==> src/rtl/uart_pkg.sv <==
// uart_pkg: definitions shared by the UART core (baud generator, TX, RX).
//   OVERSAMPLE_DEFAULT : oversample ticks per bit period
//   DIV_WIDTH_DEFAULT  : width of the baud divisor
//   div_t              : divisor type at the default width
//   os_bits()          : width of an oversample phase counter
package uart_pkg;

  localparam int OVERSAMPLE_DEFAULT = 16;
  localparam int DIV_WIDTH_DEFAULT  = 16;

  typedef logic [DIV_WIDTH_DEFAULT-1:0] div_t;

  function automatic int os_bits(input int oversample);
    return $clog2(oversample);
  endfunction

endpackage

==> src/rtl/mod_counter.sv <==
// mod_counter: modulus counter with enable, synchronous clear and a
// runtime modulus.
//   clk   : clock, rising edge
//   rst   : asynchronous active-high reset
//   en    : advance the count this cycle
//   clr   : synchronous clear, overrides en
//   last  : terminal count (modulus - 1)
//   count : current count
//   wrap  : combinational strobe, high on the cycle count wraps to 0
module mod_counter #(
  parameter int W = 16
) (
  input  logic         clk,
  input  logic         rst,
  input  logic         en,
  input  logic         clr,
  input  logic [W-1:0] last,
  output logic [W-1:0] count,
  output logic         wrap
);

  // A clear suppresses the wrap so no downstream stage sees a stray strobe.
  assign wrap = en && !clr && (count == last);

  always_ff @(posedge clk or posedge rst) begin
    if (rst) begin
      count <= '0;
    end else if (clr) begin
      count <= '0;
    end else if (en) begin
      if (wrap) count <= '0;
      else      count <= count + W'(1);
    end
  end

endmodule

==> src/rtl/baud_tick_gen.sv <==
// baud_tick_gen: runtime-programmable baud tick generator.
//   in       : system clock, rising edge
//   rst      : asynchronous active-high reset
//   en       : count enable
//   sync     : realign phase, clears both counters
//   div      : new divisor value
//   div_load : load div into the divisor register (also clears counters)
//   os_tick  : one-cycle oversample strobe, every max(div,1) cycles
//   bit_tick : one-cycle strobe per bit period
//   mid_tick : one-cycle strobe at bit centre
//   count    : prescale count
//   os_count : oversample phase
module baud_tick_gen
  import uart_pkg::*;
#(
  parameter int WIDTH       = DIV_WIDTH_DEFAULT,
  parameter int OVERSAMPLE  = OVERSAMPLE_DEFAULT,
  parameter int DEFAULT_DIV = 27
) (
  input  logic                          in,
  input  logic                          rst,
  input  logic                          en,
  input  logic                          sync,
  input  logic [WIDTH-1:0]              div,
  input  logic                          div_load,
  output logic                          os_tick,
  output logic                          bit_tick,
  output logic                          mid_tick,
  output logic [WIDTH-1:0]              count,
  output logic [$clog2(OVERSAMPLE)-1:0] os_count
);

  localparam int OSW = os_bits(OVERSAMPLE);
  localparam logic [OSW-1:0] OS_LAST  = OSW'(OVERSAMPLE - 1);
  // mid_tick fires on the step into phase OVERSAMPLE/2.
  localparam logic [OSW-1:0] MID_LAST = OSW'(OVERSAMPLE / 2 - 1);

  logic [WIDTH-1:0] div_r;
  logic [WIDTH-1:0] pre_last;
  logic             clr;
  logic             pre_wrap;
  logic             os_wrap;

  // A divisor of 0 behaves as 1, so both 0 and 1 give a terminal count of 0.
  assign pre_last = (div_r == '0) ? '0 : div_r - WIDTH'(1);
  assign clr      = sync || div_load;

  mod_counter #(.W(WIDTH)) u_prescale (
    .clk   (in),
    .rst   (rst),
    .en    (en),
    .clr   (clr),
    .last  (pre_last),
    .count (count),
    .wrap  (pre_wrap)
  );

  mod_counter #(.W(OSW)) u_oversample (
    .clk   (in),
    .rst   (rst),
    .en    (pre_wrap),
    .clr   (clr),
    .last  (OS_LAST),
    .count (os_count),
    .wrap  (os_wrap)
  );

  always_ff @(posedge in or posedge rst) begin
    if (rst) begin
      div_r    <= WIDTH'(DEFAULT_DIV);
      os_tick  <= 1'b0;
      bit_tick <= 1'b0;
      mid_tick <= 1'b0;
    end else begin
      if (div_load) div_r <= div;
      // pre_wrap is already gated by en and by a clear, so ticks drop
      // automatically on the cycle after en=0, sync or div_load.
      os_tick  <= pre_wrap;
      bit_tick <= os_wrap;
      mid_tick <= pre_wrap && (os_count == MID_LAST);
    end
  end

endmodule

==> config.mk <==
export PLATFORM = sky130hd
export DESIGN_NAME = baud_tick_gen
export DESIGN_NICKNAME = d
export VERILOG_FILES = /design/src/rtl/uart_pkg.sv /design/src/rtl/mod_counter.sv /design/src/rtl/baud_tick_gen.sv
export SDC_FILE = /design/constraint.sdc
export NUM_CORES = 1
export LEC_CHECK = 0
export CAP_MARGIN = 20
export CORE_UTILIZATION = 50
export CTS_BUF_LIST = sky130_fd_sc_hd__clkbuf_2
export DETAILED_ROUTE_END_ITERATION = 16
export PLACE_DENSITY = 0.79
export SLEW_MARGIN = 5
export SYNTH_ARGS = -nofsm -noshare
export SYNTH_HDL_FRONTEND = slang
export SYNTH_HIERARCHICAL = 1
export SYNTH_SLANG_ARGS = --single-unit
==> constraint.sdc <==
create_clock -name in -period 3.3 [get_ports in]
set_clock_uncertainty 0.2 [all_clocks]
set_input_delay 0.66 -clock in [delete_from_list [all_inputs] [get_ports in]]
set_output_delay 0.66 -clock in [all_outputs]
set_load 0.02 [all_outputs]
==> results of run 1 <==
metal layers:
layer / GRT usage / share of wire / vias up
met1: 0.319 / 0.45 / 1069
met2: 0.385 / 0.49 / 67
li1: - / - / 1085
met4: 0.0839 / 0.013 / 0
met5: 0 / 0 / -
met3: 0.0312 / 0.045 / 12
timing repair:
item	CTS	global route
gates cloned	0	0
setup buffers	1	3
setup endpoints to repair	1	4
gates resized for setup	0	6
pin swaps	1	2
state kept, by name, indices dropped and copies added (netlist names):
name / flops
os_tick: 1
div_r: 16
u_prescale/count: 16
bit_tick: 1
mid_tick: 1
u_oversample/count: 4
cells in the final DEF (no fill, tap or decap), types with 3 or more instances in the layout:
| cell | n |
|---|---|
| xor2_1 | 27 |
| mux2_2 | 15 |
| o21ai_1 | 7 |
| nor2_1 | 22 |
| clkdlybuf4s50_1 | 43 |
| nand4_1 | 7 |
| nand3_1 | 11 |
| buf_4 | 10 |
| o31a_1 | 3 |
| inv_1 | 11 |
| o21ai_0 | 6 |
| nor4_2 | 3 |
| dfstp_2 | 4 |
| nand3b_1 | 3 |
| a22oi_2 | 3 |
| and3_1 | 3 |
| nand2_1 | 29 |
| a21oi_1 | 10 |
| a31oi_1 | 6 |
| clkbuf_2 | 5 |
| nor3_1 | 5 |
| conb_1 | 4 |
| nor4_4 | 3 |
| nor4_1 | 7 |
| dfrtp_1 | 34 |
how the worst max path moves through the flow:
stage,startpoint,to,cells past startpoint
floorplan,div_r[9],u_oversample/count[0],12
global placement,div_r[9],u_oversample/count[0],11
detailed placement,div_r[9],u_oversample/count[0],11
CTS,div_r[0],u_oversample/count[0],12
global route,div_r[2],u_oversample/count[0],12
finish,div_r[8],u_oversample/count[0],11
worst register-to-register path: cells and delay by family, from the launching register on:
family	cells	cell delay, ps
AND/OR/NAND/NOR	7	1590
buffers and inverters	1	160
XOR/XNOR	1	160
multiplexers	1	370
flip-flops	1	490
AO/OA/AOI/OAI	1	130
per-stage QoR:
| stage | setup TNS (ps) | util | setup slack [ps] |
|---|---|---|---|
| final | 0 | 0.641 | 141 |
| after global routing | -25.1 | 0.641 | -25.1 |
| after CTS | 0 | 0.631 | 104 |
| after detailed placement | 0 | 0.615 | 42.0 |
| after global placement | 0 | 0.615 | 142 |
| after floorplan | 0 | - | 21.4 |
cell families after synthesis:
family                     count (synthesis)
AOI/OAI and AO/OA                         44
xor gates and xnor gates                  29
adders and majority gates                  3
buffers and inverters                     28
DFF                                       39
muxes                                     17
other                                      1
and+or+nand+nor                          118
report_power, final:
group	switching, mW	internal [mW]	leakage, nW	total, mW
Clock	0.166	0.125	0.0404	0.291
Combinational	0.0923	0.0897	0.758	0.182
Sequential	0.0301	0.502	0.503	0.533
cell type report:
type,instances,area share
Multi-Input combinational cell,215,0.474
Sequential cell,39,0.302
Timing Repair Buffer,55,0.165
Tap cell,70,0.0269
Inverter,11,0.0127
Clock inverter,3,0.0119
Clock buffer,5,0.00769
==> flow_metrics.env, run 1 <==
export IMPL_synth_compound_area_frac=0.117
export IMPL_layout_nets=351
export IMPL_clock_path_buffers=2
export IMPL_port_buffers=43
export IMPL_numCtsBuffers=5
export IMPL_netlist_area_leader_share=0.332
export IMPL_max_freq_mhz=317
export IMPL_synthDistinctLibCells=55
export IMPL_cts_root_buf="clkbuf_2"
export IMPL_synth_yosys_warnings=6
export IMPL_max_stage_delay_ps=490
export IMPL_wire_per_inst_um=15.1
export IMPL_antenna_cells=0
export IMPL_ant_nets=0
export IMPL_critPathTopFamily="simple AND/OR/NAND/NOR gates"
export IMPL_ys_top_cells_by_area="dfrtp_1, xor2_1, mux2_2"
export IMPL_cts_tree="done"
export IMPL_clock_latency_ps=400
export IMPL_ys_ff_latch=39
export IMPL_final_cell_area_sq_mm=0.00325
export IMPL_wl_um=6030
export IMPL_worstSetupPathType="flip-flop to flip-flop"
export IMPL_vias=2233
export IMPL_crit_chain="nor4_4 -> nand2_2 -> nor3_1 -> mux2_2 -> xor2_1 -> nor4_2 -> nand4_2 -> nor2_2 -> buf_6 -> or3b_1 -> o22ai_1"
export IMPL_placed_area_sq_mm=0.00312
export IMPL_synth_fa_ha_area_frac=0.0142
export IMPL_io_pins=44
export IMPL_post_layout_total_power_mw=1.01
export IMPL_synth_area_sq_mm=0.00264
export IMPL_first_global_vias=2125
export IMPL_drv_slew=0
export IMPL_synth_area_per_cell_sq_um=9.44
export IMPL_fin_crit_ps=3160
export IMPL_peakVddDrop_uv=185
export IMPL_ys_seq_area_frac=0.372
export IMPL_whs_ps=295
export IMPL_status="finished clean"
export IMPL_worstReg2RegStart="div_r[8]"
export IMPL_drive_gt1_frac=0.189
export IMPL_fp_dieArea_sq_mm=0.00556
export IMPL_synthMuxAreaShare=0.0717
export IMPL_dp_cells=386
export IMPL_dp_hpwl_um=4190
export IMPL_grt_usage=0.235
export IMPL_drc=0
export IMPL_r2r_cells=11
export IMPL_syn_inst=279
export IMPL_vias_per_cell=5.61
export IMPL_ys_async_sr_fraction=1.00
export IMPL_p_leak_nw=1.30
export IMPL_crit_buf_inv=1
export IMPL_r2r_end="u_oversample/count[0]"
export IMPL_multi_input_area_sq_mm=0.00154
export IMPL_cts_hold_buf=0
export IMPL_grt_max_degree=24
export IMPL_slowest_stage="dfrtp_2"
export IMPL_cp_arrival_ps=3280
export IMPL_grt_pass1_wl_um=10100
export IMPL_gp_congestion=0.816
export IMPL_stdcell_count=398
export IMPL_setup_viol=0
export IMPL_path_clk_slew_ps=210
export IMPL_grt_overflow=0
export IMPL_yosysMostFrequentCell="dfrtp_1"
export IMPL_synth_common_cells="dfrtp_1, nand2_1, xor2_1"
export IMPL_maxCapViolCount=0
export IMPL_area_growth_pct=23.5
export IMPL_synth_top_family_by_area="simple AND/OR/NAND/NOR gates"
export IMPL_synth_xor_area_frac=0.0964
export IMPL_holdCritPathClass="primary input to asynchronous set/reset pin"
export IMPL_final_seq_area_sq_um=982
export IMPL_antenna_found_initial=0
export IMPL_core_area_sq_mm=0.00507
export IMPL_fillCellCount=446
export IMPL_yosys_area_share_simple=0.272
export IMPL_finalCritPeriodShare=0.957
export IMPL_die_x_um=74.6
export IMPL_cts_max_level=2
export IMPL_synthFlopType="dfrtp_1"
export IMPL_ff2ff_setup_slack_ps=140
export IMPL_worstSetupEndpointType="flip-flop"
export IMPL_cts_sink_count=39
export IMPL_start_util=0.519
export IMPL_slew_headroom=0.518
export IMPL_core_rowCount=26
export IMPL_power_density_mw_per_mm2=309
export IMPL_dr_pass1_iters=5
export IMPL_first_iter_violations=189
export IMPL_cp_max_fo=13
export IMPL_worstSetupStartpointType="flip-flop"
export IMPL_tightest_slew_ps=722
export IMPL_yosysTopAreaCell="dfrtp_1"
export IMPL_hold_violations=0
export IMPL_synth_edf_count=0
export IMPL_required_ps=3420
export IMPL_chipHeight_um=74.6
No activity file was read; power rests on OpenSTA's default activity.
==> run 2, diff against run 1 <==
--- a/config.mk
+++ b/config.mk
@@ -10,6 +10,7 @@
 export CTS_BUF_LIST = sky130_fd_sc_hd__clkbuf_2
 export DETAILED_ROUTE_END_ITERATION = 16
 export PLACE_DENSITY = 0.79
+export REMOVE_ABC_BUFFERS = 1
 export SLEW_MARGIN = 5
 export SYNTH_ARGS = -nofsm -noshare
 export SYNTH_HDL_FRONTEND = slang
==> flow_metrics.env, run 2 (synthesis gave the netlist of run 1 again) <==
export IMPL_status="finished clean"
export IMPL_max_freq_mhz=321
export IMPL_die_x_um=74.6
export IMPL_maxCapViolCount=0
export IMPL_first_global_vias=2055
export IMPL_final_cell_mix="clkdlybuf4s50_1, dfrtp_1, nand2_1"
export IMPL_port_buffers=43
export IMPL_multi_input_area_sq_mm=0.00153
export IMPL_worstSetupStartpointType="flip-flop"
export IMPL_cts_sink_count=39
export IMPL_ant_nets=0
export IMPL_wl_um=6130
export IMPL_crit_chain="nor4_4 -> nand2_2 -> nor3_4 -> buf_12 -> nor2_1 -> xor2_1 -> nor4_1 -> nand4_2 -> nor2_2 -> buf_6 -> or3b_1 -> o22ai_1"
export IMPL_cts_hold_buf=0
export IMPL_max_stage_delay_ps=490
export IMPL_vias=2271
export IMPL_fillCellCount=423
export IMPL_cp_arrival_ps=3260
export IMPL_tightest_slew_ps=694
export IMPL_drive_gt1_frac=0.195
export IMPL_path_clk_slew_ps=200
export IMPL_cts_max_level=2
export IMPL_dp_cells=385
export IMPL_cts_root_buf="clkbuf_2"
export IMPL_worstSetupEndpointType="flip-flop"
export IMPL_utilization=0.635
export IMPL_io_pins=44
export IMPL_largest_registers="div_r: 16 flops, u_prescale/count: 16 flops, u_oversample/count: 4 flops"
export IMPL_fp_dieArea_sq_mm=0.00556
export IMPL_area_growth_pct=22.3
export IMPL_drv_slew=0
export IMPL_dr_pass1_iters=4
export IMPL_clock_latency_ps=400
export IMPL_grt_max_degree=24
export IMPL_slew_headroom=0.537
export IMPL_hold_violations=0
export IMPL_p_leak_nw=1.29
export IMPL_start_util=0.519
export IMPL_setup_viol=0
export IMPL_grt_overflow=0
export IMPL_core_rowCount=26
export IMPL_power_density_mw_per_mm2=288
export IMPL_fin_crit_ps=3110
export IMPL_first_iter_violations=232
export IMPL_cp_max_fo=14
export IMPL_holdCritPathClass="primary input to asynchronous set/reset pin"
export IMPL_numCtsBuffers=5
export IMPL_finalCritPeriodShare=0.944
export IMPL_worstSetupPathType="flip-flop to flip-flop"
export IMPL_vias_per_cell=5.71
export IMPL_core_area_sq_mm=0.00507
export IMPL_crit_buf_inv=2
export IMPL_cts_tree="done"
export IMPL_dp_hpwl_um=4160
export IMPL_slowest_stage="dfrtp_2"
export IMPL_layout_nets=351
export IMPL_antenna_found_initial=0
export IMPL_drc=0
export IMPL_gp_congestion=0.803
export IMPL_final_common_cell="clkdlybuf4s50_1"
export IMPL_wire_per_inst_um=15.4
export IMPL_antenna_cells=0
export IMPL_critPathTopFamily="simple AND/OR/NAND/NOR gates"
export IMPL_peakVddDrop_uv=203
export IMPL_final_seq_area_sq_um=982
export IMPL_stdcell_count=398
export IMPL_setup_tns_ps=0
export IMPL_clock_path_buffers=2
export IMPL_grt_pass1_wl_um=9860
export IMPL_required_ps=3450
export IMPL_grt_usage=0.233
export IMPL_chipHeight_um=74.6
[run 2: cell count changes in the layout (fill, tap and decap cells not counted), sizes merged]
cell	previous run	this run
bufinv	1	0
clkbuf	5	7
clkinv	2	1
[run 2: timing repair]
action,in CTS,in global routing
hold endpoints to repair,0,0
setup buffers,0,5
gates resized for setup,0,6
setup endpoints to repair,0,5
[run 2: area by class of cell]
type	count	area share
Timing Repair Buffer	55	0.167
Tap cell	70	0.0272
Clock buffer	7	0.0109
Sequential cell	39	0.305
Inverter	11	0.0128
Multi-Input combinational cell	215	0.476
Clock inverter	1	0.00155
[run 2: power by group]
group / leakage [nW] / switching [mW] / total, mW / internal [mW]
Combinational: 0.757 / 0.0891 / 0.174 / 0.0853
Clock: 0.0330 / 0.158 / 0.216 / 0.0578
Sequential: 0.503 / 0.0341 / 0.536 / 0.502
[run 2: final timing paths]
kind / startpoint / to / slack [ps] / cells past startpoint
max: div_r[8] / u_oversample/count[0] / 190 / 12
min: rst / u_oversample/count[3] / 270 / 2
min reg2reg: div_r[1] / div_r[1] / 360 / 2
max reg2reg: div_r[8] / u_oversample/count[0] / 190 / 12
max in group asynchronous: rst / div_r[8] / 1920 / 2
min in group in: div_r[1] / div_r[1] / 360 / 2
[run 2: through the flow]
step                total power [mW]  setup WS, ps  area [sq um]  hold WS, ps
finish                         0.927           185          3220          268
global placement               0.705           137          3110          313
detailed placement             0.711          49.8          3110          327
floorplan                      0.646          -375          2540          226
CTS                            0.924          23.7          3150          268
global route                   0.974         -34.4          3220          267
[run 2: routing by layer]
layer | up-vias | part of all wire | global-route usage
li1 | 1080 | - | -
met3 | 11 | 0.056 | 0.0515
met1 | 1098 | 0.45 | 0.322
met2 | 82 | 0.47 | 0.370
met5 | - | 0 | 0
met4 | 0 | 0.017 | 0.0629
